<file path="config.mk">
export PLATFORM = sky130hd
export DESIGN_NAME = macload_csr_bank
export DESIGN_NICKNAME = d
export VERILOG_FILES = /design/src/rtl/macload_csr_bank.sv
export SDC_FILE = /design/constraint.sdc
export NUM_CORES = 1
export LEC_CHECK = 0
export CAP_MARGIN = 20
export CORE_MARGIN = 2
export CORE_UTILIZATION = 57
export CTS_BUF_LIST = sky130_fd_sc_hd__clkbuf_2
export DETAILED_ROUTE_END_ITERATION = 10
export PLACE_DENSITY = 0.86
export SLEW_MARGIN = 20
export SYNTH_ARGS = -nofsm -noshare
export SYNTH_HDL_FRONTEND = slang
export SYNTH_SLANG_ARGS = --single-unit
</file>
<file path="constraint.sdc">
create_clock -name clk_i -period 7.96 [get_ports clk_i]
set_input_delay 1.592 -clock clk_i [delete_from_list [all_inputs] [get_ports clk_i]]
set_output_delay 1.592 -clock clk_i [all_outputs]
set_load 0.02 [all_outputs]
</file>
<file path="src/rtl/macload_csr_bank.sv">
// CSR bank for the MAC-load address path: eight config/address registers plus two
// saturating hardware-update counters, with software/hardware write arbitration.
module macload_csr_bank #(
    parameter logic [11:0] BASE_ADDR = 12'h7D0
) (
    input  logic        clk_i,
    input  logic        rstn_i,
    input  logic        sw_access_i,
    input  logic [1:0]  sw_op_i,
    input  logic [11:0] sw_addr_i,
    input  logic [31:0] sw_wdata_i,
    output logic [31:0] sw_rdata_o,
    output logic        sw_hit_o,
    input  logic [1:0]  hw_op_i,
    input  logic [11:0] hw_addr_i,
    input  logic [31:0] hw_wdata_i,
    output logic [31:0] a_address_o,
    output logic [31:0] w_address_o,
    output logic [31:0] a_stride_o,
    output logic [31:0] w_stride_o,
    output logic [31:0] a_rollback_o,
    output logic [31:0] w_rollback_o,
    output logic [31:0] a_skip_o,
    output logic [31:0] w_skip_o,
    output logic        hw_drop_o
);

    typedef enum logic [1:0] {
        CSR_OP_NONE  = 2'b00,
        CSR_OP_WRITE = 2'b01,
        CSR_OP_SET   = 2'b10,
        CSR_OP_CLEAR = 2'b11
    } csr_op_e;

    csr_op_e     sw_op;
    csr_op_e     hw_op;
    logic [11:0] sw_off;
    logic [11:0] hw_off;
    logic        sw_wr;
    logic        hw_wr;
    logic        hw_commit;

    logic [31:0] data_q [8];
    logic [31:0] data_d [8];
    logic [31:0] a_upd_cnt_q, a_upd_cnt_d;
    logic [31:0] w_upd_cnt_q, w_upd_cnt_d;
    logic        hw_drop_d;

    function automatic logic [31:0] sat_inc(input logic [31:0] v);
        return (v == '1) ? v : v + 32'd1;
    endfunction

    assign sw_op  = csr_op_e'(sw_op_i);
    assign hw_op  = csr_op_e'(hw_op_i);
    // Offsets wrap below BASE_ADDR, so a single unsigned compare covers the range check
    assign sw_off = sw_addr_i - BASE_ADDR;
    assign hw_off = hw_addr_i - BASE_ADDR;

    assign sw_hit_o  = sw_access_i && (sw_off < 12'd10);
    assign sw_wr     = sw_hit_o && (sw_op != CSR_OP_NONE);
    assign hw_wr     = (hw_op == CSR_OP_WRITE);
    assign hw_commit = hw_wr && (hw_off < 12'd2) && !(sw_wr && (sw_off == hw_off));
    assign hw_drop_d = hw_wr && !hw_commit;

    always_comb begin
        data_d      = data_q;
        a_upd_cnt_d = a_upd_cnt_q;
        w_upd_cnt_d = w_upd_cnt_q;
        if (hw_commit) begin
            if (hw_off[0]) begin
                data_d[1]   = hw_wdata_i;
                w_upd_cnt_d = sat_inc(w_upd_cnt_q);
            end else begin
                data_d[0]   = hw_wdata_i;
                a_upd_cnt_d = sat_inc(a_upd_cnt_q);
            end
        end
        // Software applied last so a counter clear overrides a same-cycle increment
        if (sw_wr) begin
            if (sw_off[3]) begin
                if (sw_off[0]) w_upd_cnt_d = '0;
                else           a_upd_cnt_d = '0;
            end else begin
                case (sw_op)
                    CSR_OP_WRITE: data_d[sw_off[2:0]] = sw_wdata_i;
                    CSR_OP_SET:   data_d[sw_off[2:0]] = data_q[sw_off[2:0]] | sw_wdata_i;
                    CSR_OP_CLEAR: data_d[sw_off[2:0]] = data_q[sw_off[2:0]] & ~sw_wdata_i;
                    default:      data_d[sw_off[2:0]] = data_q[sw_off[2:0]];
                endcase
            end
        end
    end

    always_comb begin
        sw_rdata_o = '0;
        if (sw_hit_o) begin
            case (sw_off[3:0])
                4'd8:    sw_rdata_o = a_upd_cnt_q;
                4'd9:    sw_rdata_o = w_upd_cnt_q;
                default: sw_rdata_o = data_q[sw_off[2:0]];
            endcase
        end
    end

    always_ff @(posedge clk_i or negedge rstn_i) begin
        if (!rstn_i) begin
            for (int unsigned i = 0; i < 8; i++) data_q[i] <= '0;
            a_upd_cnt_q <= '0;
            w_upd_cnt_q <= '0;
            hw_drop_o   <= 1'b0;
        end else begin
            data_q      <= data_d;
            a_upd_cnt_q <= a_upd_cnt_d;
            w_upd_cnt_q <= w_upd_cnt_d;
            hw_drop_o   <= hw_drop_d;
        end
    end

    assign a_address_o  = data_q[0];
    assign w_address_o  = data_q[1];
    assign a_stride_o   = data_q[2];
    assign w_stride_o   = data_q[3];
    assign a_rollback_o = data_q[4];
    assign w_rollback_o = data_q[5];
    assign a_skip_o     = data_q[6];
    assign w_skip_o     = data_q[7];

endmodule
</file>
==> results.md, run 1 <==
* Number of I/O port buffers at 384
* Max_cap viols at 0
* Initial DRT Pass Iterations at 10
* Critical path, cell by cell: clkdlybuf4s50_1 -> buf_4 -> inv_2 -> mux2i_1 -> a211oi_1 -> clkdlybuf4s50_1
* Leakage at 9.85 nW
* CP endpoint kind: output pin
* Highest-count cells in the layout ignoring fill and taps: sky130_fd_sc_hd__clkdlybuf4s50_1 (379), sky130_fd_sc_hd__dfrtp_1 (321), sky130_fd_sc_hd__nand2_1 (252)
* CP top delay family: buffers and inverters
* Global router's overall resource usage at 42.7%
* Hold slack at roughly 0.5 ns
* Buffer levels on the longest clock path at 3
* Worst-Skew Late Latency at 0.94 ns
* Die width at roughly 180 um
* Register bit count reported by yosys at 321
* Power density relative to cell area at 135 nW/um2
* Tightest Pin Transition at 1.13 ns
* HPWL Detailed at 49.2 mm
* Time the final worst path needs with I/O delays and setup at 6.45 ns
* Final core utilization at between 70% and 80%
* Aggregate global routing overflow at 0
* DRC Markers at 0
* Routed WL per cell at around 26 um
* Clock input transition at the sequential cells of the worst setup and hold paths at ~0.090 ns
* Final period utilization at 81.0%
* Maximum clock skew at final layout at 0.0906 ns
* Share of the synthesized area in the top cell type at between 40% and 50%
* Most common cell after layout, fill and taps aside: sky130_fd_sc_hd__clkdlybuf4s50_1
* Pin count of the biggest net entering global routing at 133
* Critical path's slowest cell: sky130_fd_sc_hd__clkdlybuf4s50_1
* Global-route wire length before repair at ~110 mm
* Worst Path Arrival at 4.86 ns
* Register area share after synthesis at 44.7%
* Post-cts repair resize count at 0
* Core Rows at 64
* Count of synthesis-stage warnings from yosys at 0
* Mapped Avg Cell Area at 9.65 um2
* Cell taking the most area after synthesis: sky130_fd_sc_hd__dfrtp_1
* Fraction of synthesis flops using an asynchronous set or reset pin at 100%
* Clock Sinks at 321
* Setup repair bufs after CTS at 0
* Flip-flop cell with the highest count after synthesis: sky130_fd_sc_hd__dfrtp_1
* Result of the run: finished clean
* Area of the placeable core at approximately 30,000 um2
* Root Driver: sky130_fd_sc_hd__clkbuf_2
* Number of H-tree levels at 3
* Most numerous cell on the critical path: sky130_fd_sc_hd__clkdlybuf4s50_1
* Die height at 181 um
* Initial antenna violation count at 10
* Biggest fanout along the worst timing path at 25
* Combined buffer and inverter count along the critical path at 4
* Net count after synthesis at 1,962
* Die ar. at approximately 33,000 um2
* Remaining antenna violation count after routing at 0
* Max-slew violations at 0
* Hold Crit Class: reg2reg
* Net total in the final layout at ~2,300
* Via count of the first global-routing pass at ~18,000
* Post-synthesis instance area at 18,000 um2
* Synth top area cells: sky130_fd_sc_hd__dfrtp_1 (45%), sky130_fd_sc_hd__mux4_2 (8.0%), sky130_fd_sc_hd__o21ai_0 (6.9%)
* Final number of hold-violating endpoints at 0
* Startpoint class of the critical path: primary input
* Fraction of layout cells with a size suffix above 1 at a little under an eighth
* Boundary pin count at slightly below 400
* Max incr delay on CP at 0.77 ns
* Final Routed Wirelength at approximately 71 mm
* Initial core utilization at between 50% and 60%
* Required @ worst endpoint at 6.37 ns
* Setup_tns at 0 ns
* Setup repair after global routing missed its margin: no
* CTS hold repair buffers at 0
* CTS tree: yes
* Number of enable flip-flop cells after synthesis at 0
* Gp weighted congestion at 0.963
* Maximum ir drop on the vdd rail at 99.4 uV
* Number of vias per cell at 6.75
* Setup violators final at 0
* Syn Inst Count at 1,861
* Critical path type: in2out
* Layout area overhead at 26.5%
* Number of distinct library cells after synthesis at 69
* Via count of the routed design at 18,000
* Iteration-0 DRC Markers at 2,114
* Max transition margin at approximately a quarter
* Number of buffers created by CTS at 85
* Maximum achievable frequency at 155 MHz
-- cell usage after synthesis, drive strengths merged (24+ instances only) --
library cell and n:
nand2 256, xnor2 50, o21ai 257, clkbuf 89
mux4 64, nor3 38, mux2i 109, a21oi 63
nand4 24, a211oi 64, dfrtp 321, nand3 42
and3 26, nor2 108, buf 49, nor2b 36
a22oi 68, inv 31
-- worst min-delay path, delay by kind of cell, from the launching register on --
kind / cells / cell delay (ns)
DFF: 1 / 0.38
AOI/OAI and AO/OA: 1 / 0.06
and+or+nand+nor: 1 / 0.05
-- worst paths after layout --
| check | depth (start not counted) | slack, ns | end | start |
|---|---|---|---|---|
| min reg2reg | 2 | 0.51 | register | register |
| min in group asynchronous | 1 | 0.56 | w_upd_cnt_q[21] | rstn_i |
| max reg2reg | 8 | 4.84 | a_upd_cnt_q[31] | a_upd_cnt_q[0] |
| min | 2 | 0.51 | register | register |
| max | 6 | 1.51 | sw_rdata_o[18] | sw_addr_i[2] |
| max in group asynchronous | 3 | 5.68 | asynchronous set/reset pin | rstn_i |
-- routing by layer --
layer	track usage (%)	share of wire (%)	up-vias
met4	25.8	6.5	6
met2	66.4	46	1485
met5	0	0.12	-
li1	-	-	7537
met1	52.4	34	8603
met3	13.6	13	366
-- cell families after synthesis --
kind of cell	after synthesis	share of synthesized area (%)
compound gates	521	17.5
xor+xnor	55	2.77
fa+ha+maj	6	0.418
buf+inv	170	3.89
flops	321	44.7
mux	173	14.1
simple gates	615	16.6
-- cell type report --
cell class / count / area, um2
antenna: 6 / 15.0
inverter: 32 / 120
tap: 396 / 495
sequential: 321 / 8030
clock buffer: 118 / 591
timing repair buffer: 412 / 4080
clock inverter: 13 / 80.1
fill: 2228 / 8120
multi-input combinational: 1370 / 9300
-- report_power, final --
part / switching (W) / total, W / internal, W
Clock: 0.000719 / 0.00112 / 0.000399
Combinational: 0.000193 / 0.000306 / 0.000113
Sequential: 0.00000526 / 0.00164 / 0.00163
Total: 0.000917 / 0.00306 / 0.00215
-- stage by stage --
| step | cells | total power, W | worst slack, ns | instance area, um2 |
|---|---|---|---|---|
| CTS | 2661 | 0.00306 | 1.45 | 22700 |
| finish | 2668 | 0.00306 | 1.51 | 22700 |
| global route | 2665 | 0.00316 | 1.45 | 22700 |
| global placement | 2530 | 0.00196 | 1.53 | 22000 |
| floorplan | 1861 | 0.00181 | 2.45 | 18000 |
| detailed placement | 2530 | 0.00197 | 1.46 | 22000 |
(Power assumes the default switching activity.)
==> run 2, diff against run 1 <==
CORE_UTILIZATION = 53   (was 57)
PLACE_DENSITY = 0.81   (was 0.86)
clock period = 6.2 ns   (was 7.96 ns; I/O delays follow)
==> run 2 against run 1 <==
  * Sequential cell count unchanged
  * Worst setup slack got worse by 0.98 ns
  * Cell area is 0.85% higher
  * Register-to-register slack got worse by 1.7 ns
  * Combinational power rose by 30%
  * Final cell count rose by 3.0%
  * Critical path type unchanged
  * Core utilization decreased by 5.2 points
  * Via count shrank 1.2%
==> results.md, run 2 (synthesized netlist as in run 1, its figures left out) <==
* Number of buffers created by CTS at 85
* Result of the run: finished clean
* Post-cts repair resize count at 0
* Global router's overall resource usage at 39.6%
* Startpoint class of the critical path: primary input
* Post-Place Cell Area at approximately 22,000 um2
* Area of combinational cells with multiple inputs at around 9300 um2
* Combinational share of power at 9.9%
* Maximum ir drop on the vdd rail at around 140 uV
* Fraction of layout cells with a size suffix above 1 at 12.5%
* Most common cell after layout, fill and taps aside: sky130_fd_sc_hd__clkdlybuf4s50_1
* Net Sw Frac at 30.1%
* Layout area overhead at 27.6%
* Core Rows at 67
* Hold slack at 0.224 ns
* Die height at 188 um
* Routed WL per cell at 25.5 um
* Leakage at about 9.9 nW
* Tightest Pin Transition at approximately 1.2 ns
* Aggregate global routing overflow at 0
* Required @ worst endpoint at 4.96 ns
* Initial DRT Pass Iterations at 6
* Part of the power in registers at between 50 and 60%
* Max transition margin at 19.1%
* Final core utilization at between 60% and 70%
* Die width at 188 um
* HPWL Detailed at just under 50 mm
* Non-filler cells, final at 2,749
* Maximum clock skew at final layout at 0.110 ns
* Setup repair bufs after CTS at 0
* Internal power at about 0.0028 W
* Time the final worst path needs with I/O delays and setup at 5.66 ns
* Iteration-0 DRC Markers at slightly below 2,000
* Max incr delay on CP at roughly 0.70 ns
* Final number of hold-violating endpoints at 0
* Biggest fanout along the worst timing path at 24
* Fin area at 22,900 um2
* Most numerous cell on the critical path: sky130_fd_sc_hd__clkdlybuf4s50_1
* Clock Sinks at roughly 320
* Number of I/O port buffers at 384
* Net switching power at 0.00120 W
* Hold Crit Class: in2async
* Initial core utilization at 53.7%
* Clock power frac at 37.5%
* Final period utilization at 91.4%
* Max_cap viols at 0
* Number of vias per cell at 6.47
* Die ar. at approximately 35,000 um2
* Maximum achievable frequency at between 150 and 200 MHz
* Sequential Area at around 8000 um2
* Root Driver: sky130_fd_sc_hd__clkbuf_2
* DRC Markers at 0
* Filler cell count at 2,563
* Critical path, cell by cell: clkdlybuf4s50_1 -> inv_1 -> ha_1 -> nor4b_1 -> o21ai_0 -> a221o_1 -> a211oi_1 -> clkdlybuf4s50_1
* Setup violators final at 0
* Combined buffer and inverter count along the critical path at 3
* CP top delay family: buffers and inverters
* Global-route wire length before repair at 106 mm
* Worst-Skew Late Latency at roughly 0.95 ns
* Buffer levels on the longest clock path at 3
* CTS tree: yes
* Critical path's slowest cell: sky130_fd_sc_hd__a221o_1
* Pin count of the biggest net entering global routing at 132
* CP endpoint kind: output pin
* Via count of the routed design at roughly 18,000
* Placed insts at approximately 2,600
* Setup_tns at 0 ns
* Worst Path Arrival at 4.42 ns
* Clock input transition at the sequential cells of the worst setup and hold paths at 0.10 ns
* Gp weighted congestion at 0.943
* Net total in the final layout at ~2,300
* Number of H-tree levels at 3
* CTS hold repair buffers at 0
* Initial antenna violation count at 17
* Power density relative to cell area at 175 nW/um2
* Final Routed Wirelength at between 70 and 80 mm
* Boundary pin count at 385
* Max-slew violations at 0
* Area of the placeable core at about 33,000 um2
* Highest-count cells in the layout ignoring fill and taps: sky130_fd_sc_hd__clkdlybuf4s50_1 (367), sky130_fd_sc_hd__dfrtp_1 (321), sky130_fd_sc_hd__nand2_1 (252)
* Setup repair after global routing missed its margin: no
* Via count of the first global-routing pass at 17,700
* Critical path type: in2out
* Remaining antenna violation count after routing at 0
[run 2: worst paths after layout]
kind / cells after the start / end / startpoint / slack, ns
min: 1 / asynchronous set/reset pin / rstn_i / 0.22
min reg2reg: 2 / register / register / 0.51
max reg2reg: 8 / a_upd_cnt_q[31] / a_upd_cnt_q[0] / 3.17
max in group asynchronous: 3 / w_upd_cnt_q[1] / rstn_i / 4.68
min in group clk_i: 2 / register / register / 0.51
max: 8 / sw_rdata_o[8] / sw_addr_i[4] / 0.54
[run 2: area by class of cell]
cell class	count	share of cell area (%)
Timing Repair Buffer	423	18.1
Multi-Input combinational cell	1370	40.6
Antenna cell	10	0.109
Sequential cell	321	35.1
Tap cell	448	2.45
Inverter	32	0.524
Clock buffer	114	2.49
Clock inverter	31	0.710
[run 2: layer usage]
layer,share of wire [%],global-route usage (%),vias to the layer above
li1,-,-,7571
met3,13,15.3,272
met4,5.8,22.0,12
met1,35,46.9,8692
met5,0.12,0,-
met2,46,62.1,1234
[run 2: power groups by stage]
stage / clock (W) / sequential (W) / combinational (W)
after floorplan: 0 / 0.00215 / 0.000176
after global placement: 0 / 0.00215 / 0.000378
after detailed placement: 0 / 0.00215 / 0.000387
after CTS: 0.00151 / 0.00210 / 0.000389
after global routing: 0.00161 / 0.00211 / 0.000424
final: 0.00150 / 0.00210 / 0.000397
[run 2: per-stage QoR]
step | total power [W] | worst slack (ns)
after CTS | 0.00401 | 0.535
after detailed placement | 0.00253 | 0.535
after global routing | 0.00414 | 0.351
after floorplan | 0.00233 | 1.39
after global placement | 0.00252 | 0.647
final | 0.00400 | 0.536
